**src/rtl/note_sequencer.sv**
```systemverilog
// note_sequencer: timed note FIFO replaying {channel, divider} writes to the square-wave sound block.
// Build option: define NOTE_SEQ_AUTO_MUTE_EN to end every timed note with a divider-0 write.
module note_sequencer #(
    parameter int DEPTH    = 16,
    parameter int TICK_DIV = 50000
) (
    input  logic        clk,
    input  logic        rst,
    input  logic        en,
    input  logic        wr_en,
    input  logic        addr,
    input  logic [15:0] data_in,
    output logic        snd_wr_en,
    output logic [15:0] snd_data,
    output logic [3:0]  status
);
    localparam int AW = $clog2(DEPTH);
    localparam int CW = AW + 1;
    localparam int PW = $clog2(TICK_DIV);
    localparam logic [PW-1:0] PRESC_LOAD = PW'(TICK_DIV - 1);

    // state  | meaning
    // IDLE   | waiting for a queued note
    // ISSUE  | one-cycle note write to the sound block
    // WAIT   | counting the note duration in ticks
    // MUTE   | one-cycle divider-0 write closing the note (auto-mute builds only)
    typedef enum logic [1:0] {
        S_IDLE,
        S_ISSUE,
        S_WAIT
`ifdef NOTE_SEQ_AUTO_MUTE_EN
        ,
        S_MUTE
`endif
    } state_t;

`ifdef NOTE_SEQ_AUTO_MUTE_EN
    localparam state_t S_END = S_MUTE;
`else
    localparam state_t S_END = S_IDLE;
`endif

    state_t        r_state;
    logic [15:0]   r_cur_note;
    logic [11:0]   r_cur_dur;
    logic [11:0]   r_remaining;
    logic [PW-1:0] r_presc;
    logic          r_snd_wr_en;
    logic [15:0]   r_snd_data;
    logic [11:0]   r_dur_reg;
    logic          r_overflow;

    logic [27:0]   r_mem [DEPTH];
    logic [AW-1:0] r_wr_ptr;
    logic [AW-1:0] r_rd_ptr;
    logic [CW-1:0] r_count;

    logic        w_wr;
    logic        w_ctrl_wr;
    logic        w_flush;
    logic        w_note_wr;
    logic        w_full;
    logic        w_empty;
    logic        w_push;
    logic        w_pop;
    logic [27:0] w_head;

    assign w_wr      = en && wr_en;
    assign w_ctrl_wr = w_wr && addr;
    assign w_flush   = w_ctrl_wr && data_in[15];
    assign w_note_wr = w_wr && !addr;
    assign w_full    = (r_count == CW'(DEPTH));
    assign w_empty   = (r_count == '0);
    // A full FIFO rejects the push even when a pop frees a slot on the same edge.
    assign w_push    = w_note_wr && !w_full;
    assign w_pop     = (r_state == S_IDLE) && !w_empty && !w_flush;
    assign w_head    = r_mem[r_rd_ptr];

    assign snd_wr_en = r_snd_wr_en;
    assign snd_data  = r_snd_data;
    assign status    = {r_state != S_IDLE, w_full, w_empty, r_overflow};

    always_ff @(posedge clk) begin
        if (w_push) begin
            r_mem[r_wr_ptr] <= {data_in, r_dur_reg};
        end
    end

    always_ff @(posedge clk) begin
        if (rst) begin
            r_wr_ptr   <= '0;
            r_rd_ptr   <= '0;
            r_count    <= '0;
            r_dur_reg  <= '0;
            r_overflow <= 1'b0;
        end else begin
            if (w_ctrl_wr) begin
                r_dur_reg <= data_in[11:0];
                if (data_in[14]) begin
                    r_overflow <= 1'b0;
                end
            end
            if (w_note_wr && w_full) begin
                r_overflow <= 1'b1;
            end
            if (w_flush) begin
                r_rd_ptr <= r_wr_ptr;
                r_count  <= '0;
            end else begin
                if (w_push) begin
                    r_wr_ptr <= r_wr_ptr + AW'(1);
                end
                if (w_pop) begin
                    r_rd_ptr <= r_rd_ptr + AW'(1);
                end
                r_count <= r_count + CW'(w_push) - CW'(w_pop);
            end
        end
    end

    always_ff @(posedge clk) begin
        if (rst) begin
            r_state     <= S_IDLE;
            r_cur_note  <= '0;
            r_cur_dur   <= '0;
            r_remaining <= '0;
            r_presc     <= '0;
            r_snd_wr_en <= 1'b0;
            r_snd_data  <= '0;
        end else begin
            r_snd_wr_en <= 1'b0;
            case (r_state)
                S_IDLE: begin
                    if (w_pop) begin
                        r_cur_note <= w_head[27:12];
                        r_cur_dur  <= w_head[11:0];
                        r_state    <= S_ISSUE;
                    end
                end
                S_ISSUE: begin
                    r_snd_wr_en <= 1'b1;
                    r_snd_data  <= r_cur_note;
                    r_presc     <= PRESC_LOAD;
                    r_remaining <= r_cur_dur;
                    if (r_cur_dur == '0) begin
                        r_state <= S_IDLE;
                    end else if (w_flush) begin
                        r_state <= S_END;
                    end else begin
                        r_state <= S_WAIT;
                    end
                end
                S_WAIT: begin
                    if (w_flush) begin
                        r_state <= S_END;
                    end else if (r_presc == '0) begin
                        r_presc     <= PRESC_LOAD;
                        r_remaining <= r_remaining - 12'd1;
                        if (r_remaining == 12'd1) begin
                            r_state <= S_END;
                        end
                    end else begin
                        r_presc <= r_presc - PW'(1);
                    end
                end
`ifdef NOTE_SEQ_AUTO_MUTE_EN
                S_MUTE: begin
                    r_snd_wr_en <= 1'b1;
                    r_snd_data  <= {r_cur_note[15:14], 14'b0};
                    r_state     <= S_IDLE;
                end
`endif
                default: r_state <= S_IDLE;
            endcase
        end
    end
endmodule

```
**config.mk**
```make
export PLATFORM = sky130hd
export DESIGN_NAME = note_sequencer
export DESIGN_NICKNAME = d
export VERILOG_FILES = /design/src/rtl/note_sequencer.sv
export SDC_FILE = /design/constraint.sdc
export NUM_CORES = 1
export LEC_CHECK = 0
export CAP_MARGIN = 20
export CORE_MARGIN = 1.5
export CORE_UTILIZATION = 40
export CTS_BUF_LIST = sky130_fd_sc_hd__clkbuf_8 sky130_fd_sc_hd__clkbuf_16
export DETAILED_ROUTE_END_ITERATION = 16
export HOLD_SLACK_MARGIN = 0.03
export PLACE_DENSITY = 0.64
export SLEW_MARGIN = 5
export SYNTH_ARGS = -nofsm -noshare
export SYNTH_HDL_FRONTEND = slang
export SYNTH_SLANG_ARGS = --single-unit
export TNS_END_PERCENT = 5
```
**constraint.sdc**
```tcl
create_clock -name clk -period 10.3 [get_ports clk]
set_input_delay 2.06 -clock clk [delete_from_list [all_inputs] [get_ports clk]]
set_output_delay 2.06 -clock clk [all_outputs]
set_load 0.02 [all_outputs]
```
==> qor.yml <==
sta:
  finalHoldViolCount: 0
  period_share: 0.468
  tightestPinTransition_ns: 1.12
  fin_worst_skew_ns: 0.0277
  final-setup-viol-count: 0
  clock_period_minus_final_worst_setup_slack_ns: 4.82
  slew_violations: 0
  max_frequency_ghz: 0.208
  timing.max_slew.rel_slack: 0.253
  setup_repair_after_global_routing_missed_its_margin: "no"
  setup_tns_ns: 0
finish:
  final_cell_count_no_fill: 2017
  drive_gt1_frac: 0.197
  layout.area.seq_sq_mm: 0.0155
  area_growth_syn_to_layout_pct: 14.2
  largest-register: "r_mem"
  multiInputGateArea_sq_mm: 0.00575
  largest_register_ff_count: 448
  finish.net_count: 1318
  fillers: 4444
clock_network:
  ctsRootBufferMaster: "sky130_fd_sc_hd__clkbuf_16"
  numCtsBuffers: 54
  cts_setup_buffers: 0
  htree_num_levels: 2
  clk_path_buf_depth: 3
  tritoncts_clock_tree: "done"
  cts_hold_repair.buffers: 0
  cts_sinks: 549
  post_cts_resized: 0
  insertion_delay_to_the_later_sink_of_the_worst_skew_pair_ns: 0.62
  clock_slew_seen_by_the_registers_of_the_worst_setup_and_hold_paths_ns: 0.06
drt:
  vias_per_cell: 5.60
  drtAntennaViolNets: 0
  detailroute.via_count: 11300
  post-route-drc-count: 0
  first_pass_iters: 5
  routed_wl_um: 47000
  drt-initial-drc-count: 1154
  routedWlPerCell_um: 23.3
place:
  dp.cells: 1911
  post-dp-hpwl_um: 25700
  gp_congestion: 0.782
  numPortBuffers: 41
setup_path:
  setup.worst_path.end_class: "register"
  cp_slowest_cell: "sky130_fd_sc_hd__nand4_1"
  startpoint_to_endpoint_class_of_the_critical_path: "input pin to register"
  timing.critical_path.required_ns: 10.83
  critical_path.cell_chain: "clkdlybuf4s50_1, buf_4, nand4_1, nand2_1, or2_2, nand2_1, ha_1, fa_1, a21oi_1, nor2_1, or3_1, a21oi_1"
  timing.critical_path.slowest_cell_delay_ns: 0.52
  critical_path_peak_fanout: 19
  timing.critical_path.from_type: "input pin"
  worst_ep_arrival_time_ns: 5.35
yosys:
  synth-seq-area-share: 0.720
  netlist-cell-type-count: 68
  synth-edff-count: 448
  dominant_cell_by_count_in_the_synthesized_netlist: "sky130_fd_sc_hd__edfxtp_1"
  synth.top_cells.by_area: "sky130_fd_sc_hd__edfxtp_1 (63%), sky130_fd_sc_hd__mux4_2 (12%), sky130_fd_sc_hd__dfxtp_1 (9.4%), sky130_fd_sc_hd__mux2i_1 (2.5%), sky130_fd_sc_hd__nand2_1 (1.7%)"
  synth-main-ff-cell: "sky130_fd_sc_hd__edfxtp_1"
  netlist_top_cells_count: "sky130_fd_sc_hd__edfxtp_1 (448), sky130_fd_sc_hd__mux4_2 (112), sky130_fd_sc_hd__dfxtp_1 (101)"
  synth_fp_nets: 1262
  ys.warnings.count: 0
  synth_top_area_share: 0.626
  async_flop_share: 0
  post_synth.cell_area_avg_sq_um: 17.5
  postSynthRegisterBits: 549
  synth.cell_area_sq_mm: 0.0215
  post-synth-top-area-cell: "sky130_fd_sc_hd__edfxtp_1"
  syn_inst: 1226
power:
  swShare: 0.292
  netSwitchingPower_mw: 1.71
  clock_power_share: 0.324
  p_leak_nw: 7.72
  seq_power_share: 0.459
  power.ir.vdd_worst_mv: 0.151
  p_per_area_mw_per_mm2: 239
  power.share.combinational: 0.217
  internal_pwr_total_mw: 4.16
global_routing:
  grt.overflow.total: 0
  grt_met2_use: 0.266
  grt_pass1_vias: 11400
  pin_count_of_the_biggest_net_entering_global_routing: 73
  grt_util_all_layers: 0.172
  antenna_found_initial: 1
  grt_busiest_layer: "met2"
  grt_util_met1: 0.251
  grtUsageMet3: 0.0303
  grt_pass1_wl_um: 71400
hold_path:
  holdCritPathClass: "register to register"
die:
  design.core.area_sq_mm: 0.0529
  die_h_um: 235
  floorplan.initialDensity: 0.406
  num_io_pins: 42
  die_area_sq_mm: 0.0551
  floorplan.rows: 84
  die_x_um: 235
flow_run:
  timing.max_cap.violations: 0
run_status:
  run_status: "finished, final reports clean"
-- power groups by stage --
stage / clock network [mW] / logic, mW / registers (mW)
floorplan: 0 / 1.01 / 2.65
global placement: 0 / 1.27 / 2.74
detailed placement: 0 / 1.28 / 2.74
CTS: 1.94 / 1.29 / 2.69
global route: 2.02 / 1.40 / 2.71
finish: 1.90 / 1.27 / 2.69
-- critical path: cells and delay by family --
family / cells / cell delay, ns
AO/OA/AOI/OAI: 2 / 0.30
adder cells (fa/ha/maj): 2 / 0.65
buffers and inverters: 2 / 0.69
AND/OR/NAND/NOR: 6 / 1.64
-- per-stage QoR --
stage	total power, mW	util	hold slack [ns]	setup slack [ns]	instance area [sq um]
4_1_cts	5.92	0.463	0.456	5.54	24500
5_1_grt	6.13	0.464	0.473	5.31	24500
2_1_floorplan	3.66	-	0.432	5.18	21500
6_report	5.87	0.464	0.455	5.48	24500
3_5_place_dp	4.02	0.430	0.446	4.92	22700
3_3_place_gp	4.00	0.430	0.442	4.88	22700
-- routing by layer --
metal / share of wire / up-vias / routed length (um)
met3: 0.057 / 71 / 2700
li1: - / 5007 / -
met5: 0 / - / 0
met4: 0.020 / 0 / 928
met2: 0.46 / 330 / 21600
met1: 0.46 / 5883 / 21800
-- final timing paths --
path | slack [ns] | start | depth (start not counted) | endpoint
setup / recovery | 5.48 | data_in[15] | 12 | r_count[4]
hold / removal | 0.45 | snd_data[11] | 2 | snd_data[11]
setup reg to reg | 6.91 | r_count[3] | 7 | r_mem[2][2]
hold reg to reg | 0.45 | snd_data[11] | 2 | snd_data[11]
-- layout make-up --
type / instances / share of cell area
flip-flops and latches: 549 / 0.631
multi-input cells: 597 / 0.234
clock buffers: 60 / 0.0589
well taps: 688 / 0.0351
repair buffers: 69 / 0.0269
clock inverters: 42 / 0.0121
inverters: 11 / 0.00168
diodes: 1 / 0.000102
-- kinds of logic after synthesis --
group | Yosys count | share of synthesized area
compound gates | 175 | 0.0538
xor+xnor | 10 | 0.00408
fa+ha+maj | 15 | 0.00908
buf+inv | 80 | 0.0177
flops | 549 | 0.720
mux | 165 | 0.142
simple gates | 232 | 0.0530
-- placed cells by master (no fill, tap or decap), types with 12 or more instances in the layout --
master,count
sky130_fd_sc_hd__buf_4,25
sky130_fd_sc_hd__mux4_2,112
sky130_fd_sc_hd__nand2_1,96
sky130_fd_sc_hd__dfxtp_1,98
sky130_fd_sc_hd__a21oi_1,59
sky130_fd_sc_hd__nor2_4,12
sky130_fd_sc_hd__o21ai_0,32
sky130_fd_sc_hd__nor2_1,36
sky130_fd_sc_hd__nand3_1,16
sky130_fd_sc_hd__clkdlybuf4s50_1,40
sky130_fd_sc_hd__ha_1,14
sky130_fd_sc_hd__nor3_1,13
sky130_fd_sc_hd__mux2i_1,53
sky130_fd_sc_hd__clkbuf_16,55
sky130_fd_sc_hd__inv_1,32
sky130_fd_sc_hd__a2bb2oi_1,26
sky130_fd_sc_hd__edfxtp_1,448
No activity file was read; power rests on OpenSTA's default activity.
